File: src/rtl/fsm_mealy_ctrl.sv
// Run/error controller with watchdog, error-hold, fault counter and clear-only LOCK state.
// Latency: state_o/err_cnt 1 cycle; out_x/out_y/timeout_o/locked same cycle (1 cycle if FSM_MEALY_REG_OUT_EN).
// Backpressure: none; level inputs are sampled every cycle and never stalled.
//
// Build option FSM_MEALY_REG_OUT_EN: registers out_x, out_y, timeout_o and locked
// for glitch-free, Moore-like timing at the cost of one cycle of output latency.
module fsm_mealy_ctrl #(
   parameter int TIMEOUT  = 100,  // RUN cycles allowed before the watchdog fires (>=2)
   parameter int ERR_HOLD = 4,    // minimum cycles spent in ERR (>=1)
   parameter int ERR_MAX  = 3,    // fault count that forces LOCK (>=1)
   parameter int CNT_W    = 8,    // run/hold counter width
   localparam int EW      = $clog2(ERR_MAX + 1)
) (
   input  logic          clk,
   input  logic          rst,
   input  logic          in_a,
   input  logic          in_b,
   input  logic          clr,
   output logic          out_x,
   output logic          out_y,
   output logic          timeout_o,
   output logic          locked,
   output logic [EW-1:0] err_cnt,
   output logic [1:0]    state_o
);

   typedef enum logic [1:0] {
      IDLE = 2'd0,
      RUN  = 2'd1,
      ERR  = 2'd2,
      LOCK = 2'd3
   } state_t;

   localparam logic [CNT_W-1:0] RUN_LAST  = CNT_W'(TIMEOUT - 1);
   localparam logic [CNT_W-1:0] HOLD_LAST = CNT_W'(ERR_HOLD - 1);
   localparam logic [EW-1:0]    ERR_TOP   = EW'(ERR_MAX);

   state_t           state, state_nxt;
   logic [CNT_W-1:0] run_cnt, run_cnt_nxt;
   logic [CNT_W-1:0] hold_cnt, hold_cnt_nxt;
   logic [EW-1:0]    err_q, err_nxt;

   // Combinational (Mealy) output values before optional registering.
   logic x_c, y_c, t_c, l_c;

   logic run_expired;
   logic hold_done;
   logic err_full;
   logic [EW-1:0] err_inc;

   assign run_expired = (run_cnt == RUN_LAST);
   assign hold_done   = (hold_cnt == HOLD_LAST);
   assign err_full    = (err_q == ERR_TOP);
   // Fault count saturates so a stuck fault source cannot wrap it back to zero.
   assign err_inc     = err_full ? err_q : err_q + 1'b1;

   // Next-state, counter updates and Mealy outputs; priority in RUN is fault > watchdog > release.
   always_comb begin
      state_nxt    = state;
      run_cnt_nxt  = run_cnt;
      hold_cnt_nxt = hold_cnt;
      err_nxt      = err_q;
      x_c          = 1'b0;
      y_c          = 1'b0;
      t_c          = 1'b0;
      l_c          = 1'b0;

      unique case (state)
         IDLE: begin
            x_c = in_a;
            if (clr) begin
               err_nxt = '0;
            end
            if (in_a) begin
               state_nxt   = RUN;
               run_cnt_nxt = '0;
            end
         end

         RUN: begin
            x_c         = 1'b1;
            run_cnt_nxt = run_cnt + 1'b1;
            if (in_b) begin
               // A fault coinciding with watchdog expiry counts as a single ERR entry.
               y_c          = 1'b1;
               state_nxt    = ERR;
               hold_cnt_nxt = '0;
               err_nxt      = err_inc;
            end else if (run_expired) begin
               t_c          = 1'b1;
               state_nxt    = ERR;
               hold_cnt_nxt = '0;
               err_nxt      = err_inc;
            end else if (!in_a) begin
               state_nxt = IDLE;
            end
         end

         ERR: begin
            y_c = 1'b1;
            if (!hold_done) begin
               hold_cnt_nxt = hold_cnt + 1'b1;
            end
            // Reaching the fault limit locks immediately, without waiting out the hold.
            if (err_full) begin
               state_nxt = LOCK;
            end else if (hold_done && !in_b) begin
               state_nxt = IDLE;
            end
         end

         LOCK: begin
            // Run/fault inputs are ignored; only clr releases, even with in_b high.
            y_c = 1'b1;
            l_c = 1'b1;
            if (clr) begin
               state_nxt = IDLE;
               err_nxt   = '0;
            end
         end

         default: begin
            state_nxt = IDLE;
         end
      endcase
   end

   // State and counter registers with synchronous reset.
   always_ff @(posedge clk) begin
      if (rst) begin
         state    <= IDLE;
         run_cnt  <= '0;
         hold_cnt <= '0;
         err_q    <= '0;
      end else begin
         state    <= state_nxt;
         run_cnt  <= run_cnt_nxt;
         hold_cnt <= hold_cnt_nxt;
         err_q    <= err_nxt;
      end
   end

   assign state_o = state;
   assign err_cnt = err_q;

`ifdef FSM_MEALY_REG_OUT_EN
   // Registered outputs: one cycle behind the Mealy values, cleared by reset.
   always_ff @(posedge clk) begin
      if (rst) begin
         out_x     <= 1'b0;
         out_y     <= 1'b0;
         timeout_o <= 1'b0;
         locked    <= 1'b0;
      end else begin
         out_x     <= x_c;
         out_y     <= y_c;
         timeout_o <= t_c;
         locked    <= l_c;
      end
   end
`else
   assign out_x     = x_c;
   assign out_y     = y_c;
   assign timeout_o = t_c;
   assign locked    = l_c;
`endif

endmodule
File: config.mk
export PLATFORM = sky130hd
export DESIGN_NAME = fsm_mealy_ctrl
export DESIGN_NICKNAME = d
export VERILOG_FILES = /design/src/rtl/fsm_mealy_ctrl.sv
export SDC_FILE = /design/constraint.sdc
export NUM_CORES = 1
export LEC_CHECK = 0
export BUFFER_PORTS_ARGS = -buffer_cell sky130_fd_sc_hd__buf_4
export CORE_MARGIN = 2
export CORE_UTILIZATION = 31
export CTS_BUF_LIST = sky130_fd_sc_hd__clkbuf_8 sky130_fd_sc_hd__clkbuf_16
export CTS_CLUSTER_SIZE = 40
export DETAILED_ROUTE_END_ITERATION = 8
export GPL_TIMING_DRIVEN = 1
export SLEW_MARGIN = 15
export SYNTH_ARGS = -nofsm -noshare
export SYNTH_HDL_FRONTEND = slang
export SYNTH_SLANG_ARGS = --single-unit
File: constraint.sdc
create_clock -name clk -period 5.35 [get_ports clk]
set_clock_uncertainty 0.05 [all_clocks]
set_input_delay 0.2675 -clock clk [delete_from_list [all_inputs] [get_ports clk]]
set_output_delay 0.2675 -clock clk [all_outputs]
set_load 0.005 [all_outputs]
# --- Word-level counts from Yosys, hierarchy flattened ---
# Index checks and enable logic that the tools add are counted.
classes:
  muxes: 25
  addsub: 3
  n_eq_ne: 13
  reduce_logical: 12
op_table:
  columns: ["cell", "count"]
  rows:
  - ["8-bit two-way mux", 4]
  - ["8-bit case mux with 2 select lines", 2]
  - ["2-bit two-way mux", 10]
  - ["8-bit by 1-bit adder with 8-bit output, second input constant", 2]
  - ["8-bit by 2-bit == test with 1-bit output, second input constant", 1]
  - ["8-bit by 7-bit == test with 1-bit output, second input constant", 1]
  - ["2-bit case mux with 4 select lines", 1]
  - ["2-bit == test, second input constant", 3]
  - ["2-bit != test, second input constant", 3]
  - ["3-bit != test, second input constant", 2]
  - ["3-bit AND reduction", 2]
  - ["2-bit nonzero test", 3]
  - ["1-bit two-way mux", 5]
  - ["4-bit != test, second input constant", 1]
  - ["1-bit case mux with 2 select lines", 2]
  - ["2-bit case mux with 2 select lines", 1]
  - ["4-bit AND reduction", 1]
  - ["2-bit OR reduction", 2]
  - ["2-bit by 1-bit adder with 2-bit output, second input constant", 1]
  - ["2-bit by 1-bit == test with 1-bit output, second input constant", 1]
  - ["2-bit zero test", 1]
  - ["2-bit by 1-bit != test with 1-bit output, second input constant", 1]
  - ["2-bit AND reduction", 1]
  - ["1-bit logical AND", 1]
  - ["1-bit zero test", 1]
word_totals:
  wordCells: 57
  ff_bits: 20
  output_inout_bits: 8
  input_bits: 5

# --- Logic depth before layout (Yosys ltp) ---
depth:
  depth_word: 5
  ltp_mapped: 7
  mapped_depth_nobuf: 6

# --- Worst setup path before layout ---
# Ideal clock, no wire load.
synth_timing:
  path_kind: "register to register"
  startpoint: "register run_cnt[0]"
  endpoint: "register state[0], in the netlist state_o[0]"
  path_stages_with_launch: 6
  arrival_time_ps: 1699
  required_ps: 5177
  period_less_slack_ps: 1872
  setup_ps: 123
  slack_ps: 3478
  n_path_buf: 0
  cell_sequence: "dfxtp_1 > ha_1 > and4b_1 > a21oi_4 > a2111oi_4 > mux2_1"
synth_via:
  elab_chain_len: 4
  word_cells_on_any_way: 6
  cone_classes: "eq/ne (2); mux (3); reduce/logical (1)"
synth_rtl:
  columns: ["element", "line", "text"]
  rows:
  - ["start: declaration", "39", "logic [CNT_W-1:0] run_cnt, run_cnt_nxt;"]
  - ["start signal: assignment", "137", "run_cnt <= run_cnt_nxt;"]
  - ["8-bit by 7-bit == test with 1-bit output (*)", "51", "assign run_expired = (run_cnt == RUN_LAST);"]
  - ["2-bit two-way mux", "89", "end else if (run_expired) begin"]
  - ["2-bit two-way mux", "83", "if (in_b) begin"]
  - ["2-bit case mux with 4 select lines", "68", "unique case (state)"]
  - ["end signal: assignment", "136", "state <= state_nxt;"]
  - ["end: declaration", "38", "state_t state, state_nxt;"]
# Mark *: on every way between the ends. The rest lies on a longest branch, timed or not.
# A chain may end at the register's enable or synchronous reset.

# --- Final worst setup path ---
layout_timing:
  startpoint: "register state[1], in the netlist state_o[1]"
  endpoint: "register hold_cnt[7]"
layout_via:
  elab_chain_len: 3
  word_cells_on_any_way: 7
  cone_classes: "eq/ne (4); mux (1); reduce/logical (2)"
layout_rtl:
  columns: ["element", "line", "text"]
  rows:
  - ["2-bit by 1-bit == test with 1-bit output / 2-bit == test (equally long branches)", "68", null]
  - ["3-bit != test (no line), or another cell as far along", null, null]
  - ["3-bit AND reduction (no line)", null, null]
  - ["end signal: assignment", "138", "hold_cnt <= hold_cnt_nxt;"]
  - ["end: declaration", "40", "logic [CNT_W-1:0] hold_cnt, hold_cnt_nxt;"]
# Several ways; a longest one is shown, not always the timed one.

==> impl_metrics.json <==
{
  "cts_resized": 0,
  "seq_area_frac_synth_pct": 32.8,
  "via_per_inst": 5.50,
  "diodes": 0,
  "core_area_mm2": 0.00372,
  "swShare_pct": 30.2,
  "synthCells": 144,
  "critPathLaunchType": "flip-flop",
  "fin_tns_setup_ns": 0,
  "cts.path.max_buffers": 2,
  "antenna_found_initial": 0,
  "cts-buffers-inserted": 3,
  "clk_pin_slew_ns": 0.07,
  "drtIter0Drc": 22,
  "num_rows": 22,
  "overflow": 0,
  "cts_root_buf": "clkbuf_8",
  "synthArstFlopShare_pct": 0,
  "clock_latency_ns": 0.25,
  "cts_sinks": 20,
  "io_pins": 13,
  "grt_use_total_pct": 13.4,
  "grt_pass1_wl_um": 4680,
  "cp.arrival_ns": 2.36,
  "fin_nets": 170,
  "start_util_pct": 32.9,
  "grt_pass1_vias": 1054,
  "post_cts_buffers": 0,
  "maxCapViolations": 0,
  "htreeDepth": 1,
  "drive_gt1_share_pct": 14.8,
  "rsz0062_at_grt": "false",
  "antenna_left": 0,
  "die_w_um": 66.8,
  "max_freq_ghz": 0.449,
  "syn-num-nets": 157,
  "hold_violations": 0,
  "powerDensity_mw_per_mm2": 248,
  "synth_edf_count": 0,
  "p_leak_uw": 0.000492,
  "syn_area_mm2": 0.00122,
  "die_area_mm2": 0.00446,
  "ys_ff_latch": 20,
  "dpl.hpwl_um": 2040,
  "routedWlPerCell_um": 12.9,
  "area_delta_synth_final_pct": 14.3,
  "drv_slew": 0,
  "internal_power_uw": 241,
  "fp.dieH_um": 66.8,
  "min_path_type": "in -> reg",
  "place_ws_ns": 3.13,
  "cts_tree": "yes",
  "grt_max_degree": 18,
  "ys.flop_type": "dfxtp_1",
  "setup_ws_ns": 3.12,
  "tightest_slew_ns": 0.849,
  "routed_wl_um": 2610,
  "worstPathRequired_ns": 5.48,
  "portBuffers": 12,
  "layout_min_cycle_time_ns": 2.23,
  "ys_warn_count": 0,
  "slew_headroom_pct": 42.9,
  "crit_type": "reg -> reg",
  "vias": 1117,
  "p_switching_uw": 104,
  "finalSetupViolations": 0,
  "routabilityCongestion": 0.845,
  "avgSynthCellArea_um2": 8.48,
  "finalCritPeriodShare_pct": 41.6,
  "cts_hold_buf": 0,
  "max-vdd-ir-drop_mv": 0.167,
  "critPathMaxFanout": 13,
  "outcome": "complete, no violations",
  "p_comb_share_pct": 26.9,
  "first_pass_iters": 4,
  "drc": 0,
  "ys_types": 38,
  "p_clk_share_pct": 27.0,
  "cp-end-kind": "flip-flop",
  "pwr-share-seq_pct": 46.2,
  "final_util_pct": 37.6
}
## layer usage
| layer | vias to the layer above | track usage, % | share of wire [%] | wire length, µm |
|---|---|---|---|---|
| met5 | - | 0 | 0 | 0 |
| met4 | 0 | 1.53 | 0.46 | 12 |
| met3 | 2 | 3.55 | 3.3 | 87 |
| met2 | 17 | 23.5 | 50 | 1320 |
| met1 | 532 | 17.0 | 46 | 1190 |
| li1 | 566 | - | - | - |
## synth_stat cells (3+ instances only)
library cell / count / area share [%]
inv_1: 5 / 1.5
dfxtp_1: 20 / 33
nand2_1: 8 / 2.5
ha_1: 8 / 8.2
o21ai_0: 13 / 5.3
nand3_1: 4 / 1.6
or4_1: 3 / 1.8
or3_1: 6 / 3.1
clkbuf_1: 3 / 0.92
nor2_1: 14 / 4.3
nand2b_1: 5 / 2.6
nand4_1: 7 / 3.6
o31ai_1: 4 / 2.5
a21oi_1: 15 / 6.1
## cells in the final DEF, fill, tap and decap left out, types with 2 or more instances in the layout
cell type,instances
o21ai_0,13
nand3_1,4
o31ai_1,4
or3_1,6
nand2_1,8
xor2_1,2
buf_4,12
or4b_1,2
nor2_1,14
clkbuf_8,3
a21oi_1,15
nor2b_1,2
nand2b_1,5
ha_1,8
nand4_1,7
mux2_1,2
a211oi_1,2
dfxtp_1,20
or4_1,3
inv_1,5
## flip-flops by register name, summed over array words and instances, names as in the netlist
signal / count
state_o: 2
err_cnt: 2
hold_cnt: 8
run_cnt: 8
## path summary, 6_finish.rpt
check                           startpoint                        to  slack (ns)  cells after the start
hold / removal                         rst   err_cnt[0]$_SDFFE_PP0P_        0.23                      2
hold reg to reg   hold_cnt[7]$_SDFFE_PP0P_  hold_cnt[7]$_SDFFE_PP0P_        0.45                      2
setup / recovery   state_o[1]$_SDFFE_PP0P_  hold_cnt[7]$_SDFFE_PP0P_        3.12                      6
setup reg to reg   state_o[1]$_SDFFE_PP0P_  hold_cnt[7]$_SDFFE_PP0P_        3.12                      6
## power by group through the flow
stage | clock network, µW | registers (µW) | logic [µW]
2_1_floorplan | 0 | 162 | 65.7
3_3_place_gp | 0 | 163 | 89.5
3_5_place_dp | 0 | 163 | 92.9
4_1_cts | 99.1 | 160 | 93.1
5_1_grt | 103 | 161 | 104
6_report | 93.2 | 160 | 92.8
## worst max-delay path, cell delays in order, from the launching register on
cell	delay [ns]
dfxtp_1	0.34
inv_1	0.12
ha_1	0.43
nor2_1	0.20
or4b_1	0.56
or3_1	0.32
a21oi_1	0.13
## per-stage QoR
| step | std cells | hold slack, ns | instance area [µm²] | total power, µW |
|---|---|---|---|---|
| floorplan | 144 | 0.409 | 1220 | 228 |
| global placement | 200 | 0.429 | 1360 | 252 |
| detailed placement | 200 | 0.441 | 1360 | 256 |
| CTS | 203 | 0.227 | 1400 | 352 |
| global route | 203 | 0.244 | 1400 | 367 |
| finish | 203 | 0.233 | 1400 | 346 |
## cell type report
class | count | area (µm²)
flip-flops and latches | 20 | 400
multi-input cells | 115 | 786
repair buffers | 12 | 90.1
fillers | 388 | 2320
clock buffers | 3 | 41.3
inverters | 5 | 18.8
well taps | 48 | 60.1
## logic make-up after synthesis
family,synth area share (%)
buf+inv,2.87
compound gates,24.3
simple gates,26.8
fa+ha+maj,8.20
xor+xnor,1.43
flops,32.8
mux,3.59
Power figures use the tool's default switching activity.
